## src/rtl/wam_pkg.sv

```systemverilog
// Shared encodings for the whack-a-mole datapath: game modes, scorer states
// and the two-digit display ceiling.
package wam_pkg;

    localparam logic [1:0] MODE_NORMAL     = 2'd0;
    localparam logic [1:0] MODE_TIMED      = 2'd1;
    localparam logic [1:0] MODE_DEATHMATCH = 2'd2;
    localparam logic [1:0] MODE_LIVES      = 2'd3;

    localparam int SCORE_MAX = 99;

    typedef enum logic [2:0] {
        ST_IDLE,
        ST_WAIT,
        ST_UP,
        ST_DOWN,
        ST_OVER
    } scorer_state_t;

endpackage

```

## src/rtl/sat_counter.sv

```systemverilog
// Load / increment / decrement counter that saturates at max_val going up
// and at zero going down. Load wins over inc, inc wins over dec.
module sat_counter #(
    parameter int W = 7
) (
    input  logic         clk,
    input  logic         reset,
    input  logic         load,
    input  logic [W-1:0] load_val,
    input  logic         inc,
    input  logic         dec,
    input  logic [W-1:0] max_val,
    output logic [W-1:0] count
);

    logic [W-1:0] count_q;
    logic [W-1:0] count_d;

    always_comb begin
        count_d = count_q;
        if (load) begin
            count_d = load_val;
        end else if (inc) begin
            if (count_q < max_val) begin
                count_d = count_q + W'(1);
            end
        end else if (dec) begin
            if (count_q != '0) begin
                count_d = count_q - W'(1);
            end
        end
    end

    always_ff @(posedge clk) begin
        if (reset) begin
            count_q <= '0;
        end else begin
            count_q <= count_d;
        end
    end

    assign count = count_q;

endmodule

```

## src/rtl/hit_scorer.sv

```systemverilog
// Pairs each lit mole with keypad presses, classifies it as hit or missed,
// and keeps points, misses, remaining moles and lives for the display/FSM.
module hit_scorer
    import wam_pkg::*;
#(
    parameter int NUM_POS    = 9,
    parameter int CNT_W      = 7,
    parameter int LIVES_INIT = 3
) (
    input  logic             clk,
    input  logic             reset,
    input  logic             start,
    input  logic [1:0]       mode,
    input  logic [CNT_W-1:0] max_hits,
    input  logic             time_up,
    input  logic             light_on,
    input  logic [3:0]       light_pos,
    input  logic             key_valid,
    input  logic [3:0]       key,
    output logic [CNT_W-1:0] total_points,
    output logic [CNT_W-1:0] total_misses,
    output logic [CNT_W-1:0] moles_left,
    output logic [1:0]       lives_left,
    output logic             hit_pulse,
    output logic             miss_pulse,
    output logic             game_over
);

    localparam logic [3:0] POS_LIMIT = 4'(NUM_POS);

    scorer_state_t state_q, state_d;
    logic [3:0]    mole_pos_q, mole_pos_d;
    logic          start_q;
    logic          hit_pulse_q, hit_pulse_d;
    logic          miss_pulse_q, miss_pulse_d;

    logic load, pts_inc, miss_inc, moles_dec, lives_dec;
    logic start_rise, key_match, life_mode, end_cond;

    assign start_rise = start && !start_q;
    assign key_match  = key_valid && (key == mole_pos_q) && (key < POS_LIMIT);
    assign life_mode  = (mode == MODE_DEATHMATCH) || (mode == MODE_LIVES);

    always_comb begin
        end_cond = 1'b0;
        case (mode)
            MODE_NORMAL:     end_cond = (moles_left == '0);
            MODE_TIMED:      end_cond = time_up;
            MODE_DEATHMATCH: end_cond = (total_misses != '0) || (moles_left == '0);
            MODE_LIVES:      end_cond = (lives_left == '0) || (moles_left == '0);
            default:         end_cond = 1'b0;
        endcase
    end

    always_comb begin
        state_d      = state_q;
        mole_pos_d   = mole_pos_q;
        load         = 1'b0;
        pts_inc      = 1'b0;
        miss_inc     = 1'b0;
        moles_dec    = 1'b0;
        lives_dec    = 1'b0;
        hit_pulse_d  = 1'b0;
        miss_pulse_d = 1'b0;

        if (state_q == ST_IDLE || state_q == ST_OVER) begin
            if (start_rise) begin
                load    = 1'b1;
                state_d = ST_WAIT;
            end
        end else if (!start) begin
            state_d = ST_IDLE;
        end else if (end_cond) begin
            // Once the game is decided, no further event is scored.
            state_d = ST_OVER;
        end else if (state_q == ST_WAIT) begin
            if (light_on) begin
                mole_pos_d = light_pos;
                state_d    = ST_UP;
            end
        end else if (state_q == ST_UP) begin
            if (key_match) begin
                pts_inc     = 1'b1;
                hit_pulse_d = 1'b1;
                state_d     = light_on ? ST_DOWN : ST_WAIT;
                moles_dec   = !light_on;
            end else begin
                // A wrong press and a timeout in the same cycle are one miss.
                if (key_valid || !light_on) begin
                    miss_inc     = 1'b1;
                    miss_pulse_d = 1'b1;
                    lives_dec    = life_mode;
                end
                if (!light_on) begin
                    moles_dec = 1'b1;
                    state_d   = ST_WAIT;
                end
            end
        end else if (state_q == ST_DOWN) begin
            if (!light_on) begin
                moles_dec = 1'b1;
                state_d   = ST_WAIT;
            end
        end
    end

    always_ff @(posedge clk) begin
        if (reset) begin
            state_q      <= ST_IDLE;
            mole_pos_q   <= '0;
            start_q      <= 1'b0;
            hit_pulse_q  <= 1'b0;
            miss_pulse_q <= 1'b0;
        end else begin
            state_q      <= state_d;
            mole_pos_q   <= mole_pos_d;
            start_q      <= start;
            hit_pulse_q  <= hit_pulse_d;
            miss_pulse_q <= miss_pulse_d;
        end
    end

    sat_counter #(.W(CNT_W)) u_points (
        .clk(clk), .reset(reset), .load(load), .load_val('0),
        .inc(pts_inc), .dec(1'b0), .max_val(CNT_W'(SCORE_MAX)),
        .count(total_points)
    );

    sat_counter #(.W(CNT_W)) u_misses (
        .clk(clk), .reset(reset), .load(load), .load_val('0),
        .inc(miss_inc), .dec(1'b0), .max_val(CNT_W'(SCORE_MAX)),
        .count(total_misses)
    );

    // TIMED games have no mole budget, so the counter is parked at zero.
    sat_counter #(.W(CNT_W)) u_moles (
        .clk(clk), .reset(reset), .load(load),
        .load_val((mode == MODE_TIMED) ? '0 : max_hits),
        .inc(1'b0), .dec(moles_dec), .max_val(max_hits),
        .count(moles_left)
    );

    sat_counter #(.W(2)) u_lives (
        .clk(clk), .reset(reset), .load(load), .load_val(2'(LIVES_INIT)),
        .inc(1'b0), .dec(lives_dec), .max_val(2'(LIVES_INIT)),
        .count(lives_left)
    );

    assign hit_pulse  = hit_pulse_q;
    assign miss_pulse = miss_pulse_q;
    assign game_over  = (state_q == ST_OVER);

endmodule
```

## config.mk

```make
export PLATFORM = sky130hd
export DESIGN_NAME = hit_scorer
export DESIGN_NICKNAME = d
export VERILOG_FILES = /design/src/rtl/wam_pkg.sv /design/src/rtl/sat_counter.sv /design/src/rtl/hit_scorer.sv
export SDC_FILE = /design/constraint.sdc
export NUM_CORES = 1
export LEC_CHECK = 0
export BUFFER_PORTS_ARGS = -buffer_cell sky130_fd_sc_hd__buf_2
export CELL_PAD_IN_SITES_DETAIL_PLACEMENT = 0
export CELL_PAD_IN_SITES_GLOBAL_PLACEMENT = 1
export CORE_AREA = 2 2 96 98
export CTS_BUF_LIST = sky130_fd_sc_hd__clkbuf_16
export DETAILED_ROUTE_END_ITERATION = 7
export DIE_AREA = 0 0 98 100
export PLACE_DENSITY_LB_ADDON = 0.1
export SYNTH_ARGS = -nofsm -noshare
export SYNTH_HDL_FRONTEND = slang
export SYNTH_HIERARCHICAL = 1
export SYNTH_SLANG_ARGS = --single-unit
```

## constraint.sdc

```tcl
create_clock -name clk -period 3 [get_ports clk]
set_input_delay 0 -clock clk [delete_from_list [all_inputs] [get_ports clk]]
set_output_delay 0 -clock clk [all_outputs]
set_load 0.01 [all_outputs]
```

Word-level counts from Yosys, hierarchy flattened
Cells that the tools add are included.
{"block": "totals", "reg_bits": 33, "latch_bits": 0, "ramBits": 0, "rom_bits": 0, "elab_cells": 106, "mem_count": 0}
{"block": "classes", "add_sub_neg": 4, "multipliers": 0, "div": 0, "n_lt_le_gt_ge": 3, "eq_ne": 11, "shift": 0, "n_mux": 49, "n_bitwise": 2, "n_reduce_logical": 28}
{"operator": "2-to-1 mux 1 bit", "n": 30}
{"operator": "2-to-1 mux 3 bit", "n": 10}
{"operator": "2-to-1 mux 7 bit", "n": 4}
{"operator": "adder 7 x 1 -> 7 bit, second input constant", "n": 2}
{"operator": "less-than comparator 7 bit, second input constant", "n": 2}
{"operator": "nonzero test 7 bit", "n": 2}
{"operator": "nonzero test 2 bit", "n": 5}
{"operator": "2-to-1 mux 2 bit", "n": 4}
{"operator": "AND reduction 2 bit", "n": 4}
{"operator": "logical NOT 7 bit", "n": 1}
{"operator": "subtractor 7 x 1 -> 7 bit, second input constant", "n": 1}
{"operator": "equality test 3 x 2 -> 1 bit, second input constant", "n": 2}
{"operator": "inequality test 6 x 1 -> 1 bit, second input constant", "n": 1}
{"operator": "logical OR 1 bit", "n": 5}
{"operator": "inequality test 5 bit, second input constant", "n": 1}
{"operator": "AND reduction 5 bit", "n": 1}
{"operator": "equality test 2 bit, second input constant", "n": 2}
{"operator": "equality test 4 bit", "n": 1}
{"operator": "logical NOT 2 bit", "n": 2}
{"operator": "less-than comparator 4 bit, second input constant", "n": 1}
{"operator": "one-hot mux 1 bit (4 select lines)", "n": 1}
{"operator": "equality test 3 x 1 -> 1 bit, second input constant", "n": 1}
{"operator": "equality test 3 bit, second input constant", "n": 1}
{"operator": "logical AND 1 bit", "n": 3}
{"operator": "other kinds (8)", "n": 10}

Longest topological paths before layout
Gate-level depths: netlist of the first run.
{"block": "logic_depth", "word_depth": 11, "mapped_depth": 11, "ltp_nobuf": 11}

By module
Netlist of the first run, hierarchy kept.
{"mod": "sat_counter (u_misses ...)", "instances": 3, "cells_each": 97, "area_per_inst_um2": 804.5, "seq_area_each_um2": 140.1}
{"mod": "hit_scorer", "instances": 1, "cells_each": 85, "area_per_inst_um2": 740.7, "seq_area_each_um2": 200.2}
{"mod": "sat_counter (u_lives)", "instances": 1, "cells_each": 24, "area_per_inst_um2": 178.9, "seq_area_each_um2": 40.0}

Least setup slack after synthesis of the first run
OpenSTA, ideal clock, no wires.
{"block": "synth_path", "path_kind": "register to register", "from": "reg u_misses.count_q[2], in the netlist u_misses/count[2]", "to": "reg u_points.count_q[6], in the netlist u_points/count[6]", "setup_ps": 79, "t_arrival_ps": 3226, "path_slack_ps": -305, "path_stages_with_launch": 12, "n_path_buf": 0, "period_less_slack_ps": 3305, "cell_sequence": "dfxtp_1 or4_4 o41ai_4 o211ai_4 nor3_1 inv_2 fa_1 a21o_1 a221oi_1 xnor2_1 nand4_1 o211ai_1"}
{"block": "synth_via", "elab_chain_len": 7}
{"item": "start, declared", "line": "sat_counter.sv:16", "source": "logic [W-1:0] count_q;"}
{"item": "start signal, assigned", "line": "sat_counter.sv:38", "source": "count_q <= count_d;"}
{"item": "nonzero test 7 bit"}
{"item": "logical OR 1 bit", "line": "hit_scorer.sv:49", "source": "MODE_DEATHMATCH: end_cond = (total_misses != '0) || (moles_left == '0);"}
{"item": "one-hot mux 1 bit (4 select lines)", "line": "hit_scorer.sv:46", "source": "case (mode)"}
{"item": "2-to-1 mux 1 bit (2 in a row)"}
{"item": "2-to-1 mux 1 bit", "line": "hit_scorer.sv:66", "source": "if (state_q == ST_IDLE || state_q == ST_OVER) begin"}
{"item": "AND reduction 2 bit (no line)"}
{"item": "end signal, assigned", "line": "sat_counter.sv:38"}
{"item": "end, declared", "line": "sat_counter.sv:16"}
No other way between the ends.
A chain may end at the register's enable or synchronous reset.

Worst setup path in the final report of the first run
{"block": "layout_path", "from": "reg u_misses.count_q[2], in the netlist u_misses/count[2]", "to": "reg u_misses.count_q[4], in the netlist u_misses/count[4]"}
{"block": "layout_via", "elab_chain_len": 7, "word_cells_on_any_way": 9, "classes_between": "add/sub (1); order compare (1); mux (4); reduce/logical (3)"}
{"item": "nonzero test 7 bit"}
{"item": "logical OR 1 bit", "line": "hit_scorer.sv:49"}
{"item": "one-hot mux 1 bit (4 select lines)", "line": "hit_scorer.sv:46"}
{"item": "2-to-1 mux 1 bit (3 in a row)"}
{"item": "named net miss_inc", "line": "hit_scorer.sv:37", "source": "logic load, pts_inc, miss_inc, moles_dec, lives_dec;"}
{"item": "AND reduction 2 bit (no line)"}
The timed path passes the listed nets, and every way through them passes these cells.

==> impl_metrics.json, run 1 <==
{
  "outcome": "finished with violations",
  "failing_checks": "setup timing",
  "static-leakage-power_nw": 2.091,
  "post_synth_and_or_nand_nor_area_fraction": 0.2462,
  "finalSetupViolations": 1,
  "critical_path_class": "reg2reg",
  "floorplan.die_area_um2": 9800,
  "timing.final.crit_share": 1.009,
  "worst_ir_drop_vdd_mv": 0.2670,
  "synth_cells": 400,
  "grt_remaining_overflow": 0,
  "cts_buffer_depth": 2,
  "floorplan.core_area_um2": 8890,
  "timing.max_slew.rel_slack": 0.5375,
  "max_freq_mhz": 330.3,
  "synth_ff_type": "sky130_fd_sc_hd__dfxtp_1",
  "yosys.area_share.xor_xnor": 0.04992,
  "timing_max_transition_violations_final": 0,
  "worstPathArrival_ns": 3.18,
  "synth.lib_cells_used.distinct": 57,
  "wl_met3_um": 321,
  "number_of_antenna_violations_at_the_first_check_in_global_routing": 0,
  "timing.critical_path.cells": "or4_4 -> o41ai_4 -> o211ai_4 -> nor4b_4 -> inv_4 -> fa_2 -> a21o_1 -> a21oi_2 -> xnor2_1 -> a221oi_1 -> a311oi_1",
  "n_antenna_cell": 0,
  "drtIter0Drc": 125,
  "met2RoutedLength_mm": 4.118,
  "wl_per_cell_um": 13.97,
  "synthToLayoutAreaGrowth_pct": 34.72,
  "timing.hold.worst.class": "in2reg",
  "critical_path.max_fanout": 8,
  "synth-compound-area-share": 0.2710,
  "route.top_layer_used": "met4",
  "cts_sinks": 33,
  "r2r_start": "u_misses/count[2]$_SDFFE_PP0P_",
  "place.gp.congestion": 0.8598,
  "post-dp-hpwl_mm": 6.877,
  "num_rows": 35,
  "post-route-worst-setup-slack_ns": -0.02750,
  "regToRegSetupSlack_ns": -0.03,
  "post-route-min-period_ns": 3.027,
  "timing.critical_path.max_delay_family": "compound AO/OA/AOI/OAI gates",
  "numPortBuffers": 48,
  "layout.cell_area.non_filler_um2": 4491,
  "vias_post_dr": 3324,
  "ys_seq_elements": 33,
  "cts_tree": "built",
  "layout-drive-gt1-share": 0.2895,
  "cp_data_required_time_ns": 3.15,
  "worst_hold_path.num_cells": 2,
  "die-height_um": 100,
  "critPathSlowestCell": "sky130_fd_sc_hd__or4_4",
  "hp-start": "start",
  "rsz0062_at_grt": "yes",
  "final_core_util": 0.5051,
  "largest_family_of_logic_cells_by_synthesized_area": "compound AO/OA/AOI/OAI gates",
  "cts_inserted_buffers": 5,
  "worst_slew_pin_slew_ns": 0.6921,
  "adder_cell_share_of_the_synthesized_area": 0.1456,
  "worst_path_largest_cell_delay_ns": 0.54,
  "worst_setup_path_start_kind": "flop",
  "yosysWarningCount": 6,
  "num_io_pins": 49,
  "hold_viol": 0,
  "cts.root.buffer_cell": "sky130_fd_sc_hd__clkbuf_16",
  "n_fill_cell": 888,
  "ant_nets": 0,
  "hold_end": "start_q$_SDFF_PP0_",
  "die_x_um": 98,
  "avgViaCountPerCell": 5.170,
  "grt_pass1_vias": 3077,
  "path_buf_inv": 1,
  "wirelength_mm": 8.984,
  "grt.total_usage": 0.1844,
  "synth_async_sr_flop_share": 0,
  "synth.avg_cell_area_um2": 8.333,
  "drc": 0,
  "placedInstanceArea_um2": 4182,
  "htree_num_levels": 2,
  "synthesis.area_um2": 3333,
  "timing.rr.end": "u_misses/count[4]$_SDFFE_PP0P_",
  "power_per_cell_area_nw_per_um2": 772.8,
  "timing.critical_path.to_type": "flop",
  "clock-skew-final_ns": 0.002569,
  "global_route_wire_length_before_repair_mm": 14.93,
  "r2r.worst_path.cells": 11,
  "cap_violations": 0,
  "post-layout-total-power_w": 0.003470,
  "synthMuxAreaShare": 0.02703,
  "clock_pin_slew_on_the_worst_setup_and_hold_paths_ns": 0.05,
  "drtPass1Iterations": 4,
  "clk_latency_ns": 0.28,
  "initial_utilization": 0.3749,
  "routedLengthMet1_mm": 4.445,
  "synth-edff-count": 0,
  "seq_area_frac_synth": 0.1982,
  "grt_max_degree": 27,
  "finish.net_count": 592
}
==> stage by stage <==
step / setup TNS (ns) / worst slack (ns) / hold WS, ns / cells
after floorplan: -0.7420 / -0.1982 / 0.06907 / 442
after global placement: -0.03364 / -0.03000 / 0.2385 / 630
after detailed placement: -0.4048 / -0.09506 / 0.2420 / 630
after CTS: -0.1179 / -0.06746 / 0.09056 / 641
after global routing: -0.6958 / -0.1537 / 0.09327 / 643
final: -0.02750 / -0.02750 / 0.09146 / 643
==> worst max path at each step <==
stage                                    from                              to  slack, ns  cells past startpoint
4_1_cts        u_misses/count[2]$_SDFFE_PP0P_  u_misses/count[4]$_SDFFE_PP0P_      -0.07                     11
3_5_place_dp   u_misses/count[2]$_SDFFE_PP0P_  u_points/count[6]$_SDFFE_PP0P_       -0.1                     12
2_1_floorplan  u_misses/count[2]$_SDFFE_PP0P_  u_misses/count[4]$_SDFFE_PP0P_      -0.20                     11
3_3_place_gp   u_misses/count[2]$_SDFFE_PP0P_  u_points/count[6]$_SDFFE_PP0P_      -0.03                     12
5_1_grt        u_misses/count[2]$_SDFFE_PP0P_  u_points/count[4]$_SDFFE_PP0P_      -0.15                     12
6_report       u_misses/count[2]$_SDFFE_PP0P_  u_misses/count[4]$_SDFFE_PP0P_      -0.03                     11
==> kinds of logic (layout without fill, tap and decap cells) <==
group / Yosys count / after routing
and+or+nand+nor: 138 / 138
AOI/OAI and AO/OA: 117 / 117
adders and majority gates: 37 / 37
buffers and inverters: 45 / 135
xor gates and xnor gates: 19 / 19
muxes: 9 / 9
DFF: 33 / 33
other: 2 / 44
==> power by group <==
| part | switching [W] | internal, W | total, W |
|---|---|---|---|
| Sequential | 0.000127 | 0.000560 | 0.000688 |
| Clock | 0.000187 | 0.000385 | 0.000572 |
| Combinational | 0.00110 | 0.00111 | 0.00221 |
==> worst register-to-register path, stage by stage, from the launching register on <==
cell	delay (ns)
sky130_fd_sc_hd__dfxtp_2	0.32
sky130_fd_sc_hd__or4_4	0.54
sky130_fd_sc_hd__o41ai_4	0.30
sky130_fd_sc_hd__o211ai_4	0.14
sky130_fd_sc_hd__nor4b_4	0.33
sky130_fd_sc_hd__inv_4	0.15
sky130_fd_sc_hd__fa_2	0.36
sky130_fd_sc_hd__a21o_1	0.20
sky130_fd_sc_hd__a21oi_2	0.15
sky130_fd_sc_hd__xnor2_1	0.08
sky130_fd_sc_hd__a221oi_1	0.27
sky130_fd_sc_hd__a311oi_1	0.07
==> Yosys cell counts, drive strengths merged, types with 7 or more instances <==
library cell	number	share of area
a21oi	40	0.070
ha	34	0.13
inv	34	0.038
dfxtp	33	0.20
nand2	23	0.026
nand2b	18	0.034
nor2	18	0.020
xnor2	18	0.047
and2	15	0.030
a21o	13	0.029
a31oi	12	0.023
a311oi	9	0.029
mux2i	9	0.027
nand4	9	0.017
nor3	8	0.012
o2111ai	8	0.021
a221oi	7	0.018
nand3	7	0.011
==> registers in the layout (all words and copies together) (netlist names) <==
name            cells
hit_pulse           1
state_q             3
u_misses/count      7
u_lives/count       2
mole_pos_q          4
miss_pulse          1
u_moles/count       7
u_points/count      7
start_q             1
==> cells in the final DEF (no fill, tap or decap), types with 7 or more instances in the layout <==
cell,Yosys,final
sky130_fd_sc_hd__ha_1,34,29
sky130_fd_sc_hd__nor2_1,18,17
sky130_fd_sc_hd__conb_1,2,44
sky130_fd_sc_hd__nor3_1,8,7
sky130_fd_sc_hd__a31oi_1,12,10
sky130_fd_sc_hd__mux2i_1,9,9
sky130_fd_sc_hd__buf_4,3,39
sky130_fd_sc_hd__xnor2_1,18,18
sky130_fd_sc_hd__a21o_1,13,13
sky130_fd_sc_hd__nand3_1,7,7
sky130_fd_sc_hd__nand2_1,23,23
sky130_fd_sc_hd__o2111ai_1,8,8
sky130_fd_sc_hd__a21oi_1,37,32
sky130_fd_sc_hd__buf_2,3,48
sky130_fd_sc_hd__inv_1,28,28
sky130_fd_sc_hd__dfxtp_1,33,32
sky130_fd_sc_hd__and2_1,12,12
sky130_fd_sc_hd__nand2b_1,18,18
sky130_fd_sc_hd__nand4_1,9,9
==> layout make-up <==
type	instances	area, um^2	area share
multi-input cells	364	2781	0.6194
flip-flops and latches	33	661.9	0.1474
repair buffers	94	615.6	0.1371
well taps	111	138.9	0.03093
inverters	34	132.6	0.02953
clock buffers	5	125.1	0.02786
clock inverters	2	35.03	0.007802
==> timing repair <==
action | CTS | global route
hold buffers | 4 | 0
buffers inserted | 0 | 2
pin swaps | 3 | 5
gates resized for setup | 2 | 11
endpoints found under the setup margin | 8 | 9
endpoints found under the hold margin | 4 | 0
==> metal layers <==
layer,up-vias,global-route usage
li1,1716,-
met1,1539,0.2579
met2,60,0.3019
met3,9,0.02507
met4,0,0.04594
met5,-,0
Power figures use the tool's default switching activity.
==> inputs of run 2 (changes only) <==
- CORE_AREA: 2 2 96 98 -> 2 2 82 115
- CTS_CLUSTER_DIAMETER: unset -> 80
- DIE_AREA: 0 0 98 100 -> 0 0 84 117
==> run 2 against run 1 <==
  * The flow still finishes with violations (setup timing)
  * Count of clock-buffer cells in the layout did not move
  * Core utilization fell by 0.11 points
  * Clock skew rose by 0.0031 ns
  * Register-to-register slack improved by 0.02 ns
  * Sequential power barely moved
  * Maximum frequency rose by 0.54%
  * Critical path depth rose by 1
  * Cell area fell by 0.39%
==> impl_metrics.json, run 2 (synthesized netlist as in run 1, its figures left out) <==
{
  "static-leakage-power_nw": 2.085,
  "avgViaCountPerCell": 5.282,
  "n_fill_cell": 943,
  "critPathSlowestCell": "sky130_fd_sc_hd__or4_4",
  "place.gp.congestion": 0.8432,
  "num_rows": 41,
  "layout-drive-gt1-share": 0.2953,
  "regToRegSetupSlack_ns": -0.01,
  "power.clock.fraction": 0.143,
  "layout_common_cells": "sky130_fd_sc_hd__buf_2 (48), sky130_fd_sc_hd__buf_4 (45), sky130_fd_sc_hd__conb_1 (44)",
  "cts_inserted_buffers": 5,
  "final_core_util": 0.5040,
  "drtPass1Iterations": 4,
  "num_io_pins": 49,
  "post-route-worst-setup-slack_ns": -0.01120,
  "cts_tree": "built",
  "grt.total_usage": 0.1921,
  "r2r.worst_path.cells": 12,
  "post_layout_nonfiller_instances": 642,
  "timing.final.crit_share": 1.004,
  "timing.rr.end": "u_misses/count[6]$_SDFFE_PP0P_",
  "finish.net_count": 595,
  "place_ws_ns": -0.1092,
  "outcome": "finished with violations",
  "r2r_start": "u_misses/count[2]$_SDFFE_PP0P_",
  "n_antenna_cell": 0,
  "hold_end": "start_q$_SDFF_PP0_",
  "wl_per_cell_um": 14.44,
  "finalSetupViolations": 1,
  "clock-skew-final_ns": 0.005671,
  "max_freq_mhz": 332.1,
  "vias_post_dr": 3391,
  "hold_viol": 0,
  "rsz0062_at_grt": "yes",
  "die-height_um": 117,
  "switching_share": 0.4230,
  "timing.max_slew.rel_slack": 0.4324,
  "grt_max_degree": 47,
  "floorplan.die_area_um2": 9828,
  "ant_nets": 0,
  "cts.root.buffer_cell": "sky130_fd_sc_hd__clkbuf_16",
  "number_of_antenna_violations_at_the_first_check_in_global_routing": 0,
  "worst_setup_path_start_kind": "flop",
  "clk_latency_ns": 0.28,
  "htree_num_levels": 2,
  "cts_buffer_depth": 2,
  "path_buf_inv": 2,
  "grt_pass1_vias": 3247,
  "worstPathArrival_ns": 3.21,
  "floorplan.core_area_um2": 8875,
  "worst_slew_pin_slew_ns": 0.8514,
  "power.combinational.fraction": 0.654,
  "post-route-min-period_ns": 3.011,
  "die_x_um": 84,
  "worst_ir_drop_vdd_mv": 0.3349,
  "post-dp-hpwl_mm": 7.089,
  "post-layout-total-power_w": 0.003385,
  "hp-start": "start",
  "cp_data_required_time_ns": 3.20,
  "power.net_switching_w": 0.001432,
  "worst_path_largest_cell_delay_ns": 0.53,
  "timing.hold.worst.class": "in2reg",
  "clock_pin_slew_on_the_worst_setup_and_hold_paths_ns": 0.05,
  "sequentialPowerShare": 0.203,
  "power.internal_w": 0.001953,
  "power_per_cell_area_nw_per_um2": 756.7,
  "cts_sinks": 33,
  "initial_utilization": 0.3756,
  "worst_hold_path.num_cells": 2,
  "cell_count_post_placement": 626,
  "drc": 0,
  "synthToLayoutAreaGrowth_pct": 34.20,
  "grt_remaining_overflow": 0,
  "cap_violations": 0,
  "global_route_wire_length_before_repair_mm": 15.17,
  "numPortBuffers": 48,
  "timing.critical_path.cells": "or4_4 -> o41ai_4 -> o211ai_4 -> nor4b_4 -> inv_4 -> buf_4 -> ha_4 -> and3_1 -> a221oi_2 -> xnor2_1 -> nand4_1 -> o211ai_1",
  "final_common_cell": "sky130_fd_sc_hd__buf_2",
  "wirelength_mm": 9.271,
  "failing_checks": "setup timing",
  "timing.critical_path.max_delay_family": "simple AND/OR/NAND/NOR gates",
  "finalHoldWorstSlack_ns": 0.08333,
  "critical_path.max_fanout": 7,
  "critical_path_class": "reg2reg",
  "drtIter0Drc": 116,
  "timing.critical_path.to_type": "flop",
  "timing_max_transition_violations_final": 0
}
==> run 2: changes by cell type in the layout (fill, tap and decap cells not counted), moves of 2 or more <==
| cell | before | now |
|---|---|---|
| sky130_fd_sc_hd__buf_4 | 39 | 45 |
| sky130_fd_sc_hd__a21oi_1 | 32 | 30 |
| sky130_fd_sc_hd__a21oi_2 | 5 | 7 |
| sky130_fd_sc_hd__buf_6 | 2 | 0 |
==> run 2: metrics by stage <==
| step | setup TNS, ns | area (um^2) |
|---|---|---|
| 2_1_floorplan | -0.7420 | 3566 |
| 3_3_place_gp | -0.1656 | 4177 |
| 3_5_place_dp | -0.4390 | 4177 |
| 4_1_cts | -0.1597 | 4367 |
| 5_1_grt | -0.8032 | 4473 |
| 6_report | -0.01120 | 4473 |
==> run 2: final cells by class <==
type	instances	area, um^2	area share
clock buffer	5	125.1	0.02797
clock inverter	2	7.507	0.001678
inverter	34	132.6	0.02965
multi-input combinational	364	2794	0.6246
sequential	33	661.9	0.1480
tap	107	133.9	0.02993
timing repair buffer	97	618.1	0.1382
==> run 2: what timing repair did <==
action / CTS / global route
hold endpoints to repair: 4 / 0
setup buffers: 1 / 4
resized for setup: 2 / 11
endpoints found under the setup margin: 8 / 12
hold buffers: 4 / 0
pin swaps: 8 / 11
==> run 2: power groups by stage <==
stage	combinational, W	clock (W)	sequential (W)
after global routing	0.00244	0.000513	0.000707
after floorplan	0.00131	0	0.000791
after detailed placement	0.00209	0	0.000697
after CTS	0.00213	0.000498	0.000688
final	0.00221	0.000485	0.000687
after global placement	0.00207	0	0.000694
==> run 2: worst max path at each step <==
stage,endpoint,from,slack (ns),cells past startpoint
2_1_floorplan,u_misses/count[4]$_SDFFE_PP0P_,u_misses/count[2]$_SDFFE_PP0P_,-0.20,11
3_3_place_gp,u_points/count[6]$_SDFFE_PP0P_,u_misses/count[2]$_SDFFE_PP0P_,-0.07,12
3_5_place_dp,u_points/count[6]$_SDFFE_PP0P_,u_misses/count[2]$_SDFFE_PP0P_,-0.11,12
4_1_cts,u_misses/count[4]$_SDFFE_PP0P_,u_misses/count[2]$_SDFFE_PP0P_,-0.08,11
5_1_grt,u_misses/count[3]$_SDFFE_PP0P_,u_misses/count[2]$_SDFFE_PP0P_,-0.16,12
6_report,u_misses/count[6]$_SDFFE_PP0P_,u_misses/count[2]$_SDFFE_PP0P_,-0.01,12
==> run 2: routing by layer <==
layer	vias to the layer above	part of all wire	track usage
li1	1725	-	-
met3	11	0.031	0.02595
met1	1586	0.42	0.2173
met4	0	0.022	0.07849
met2	69	0.53	0.3637
met5	-	0	0
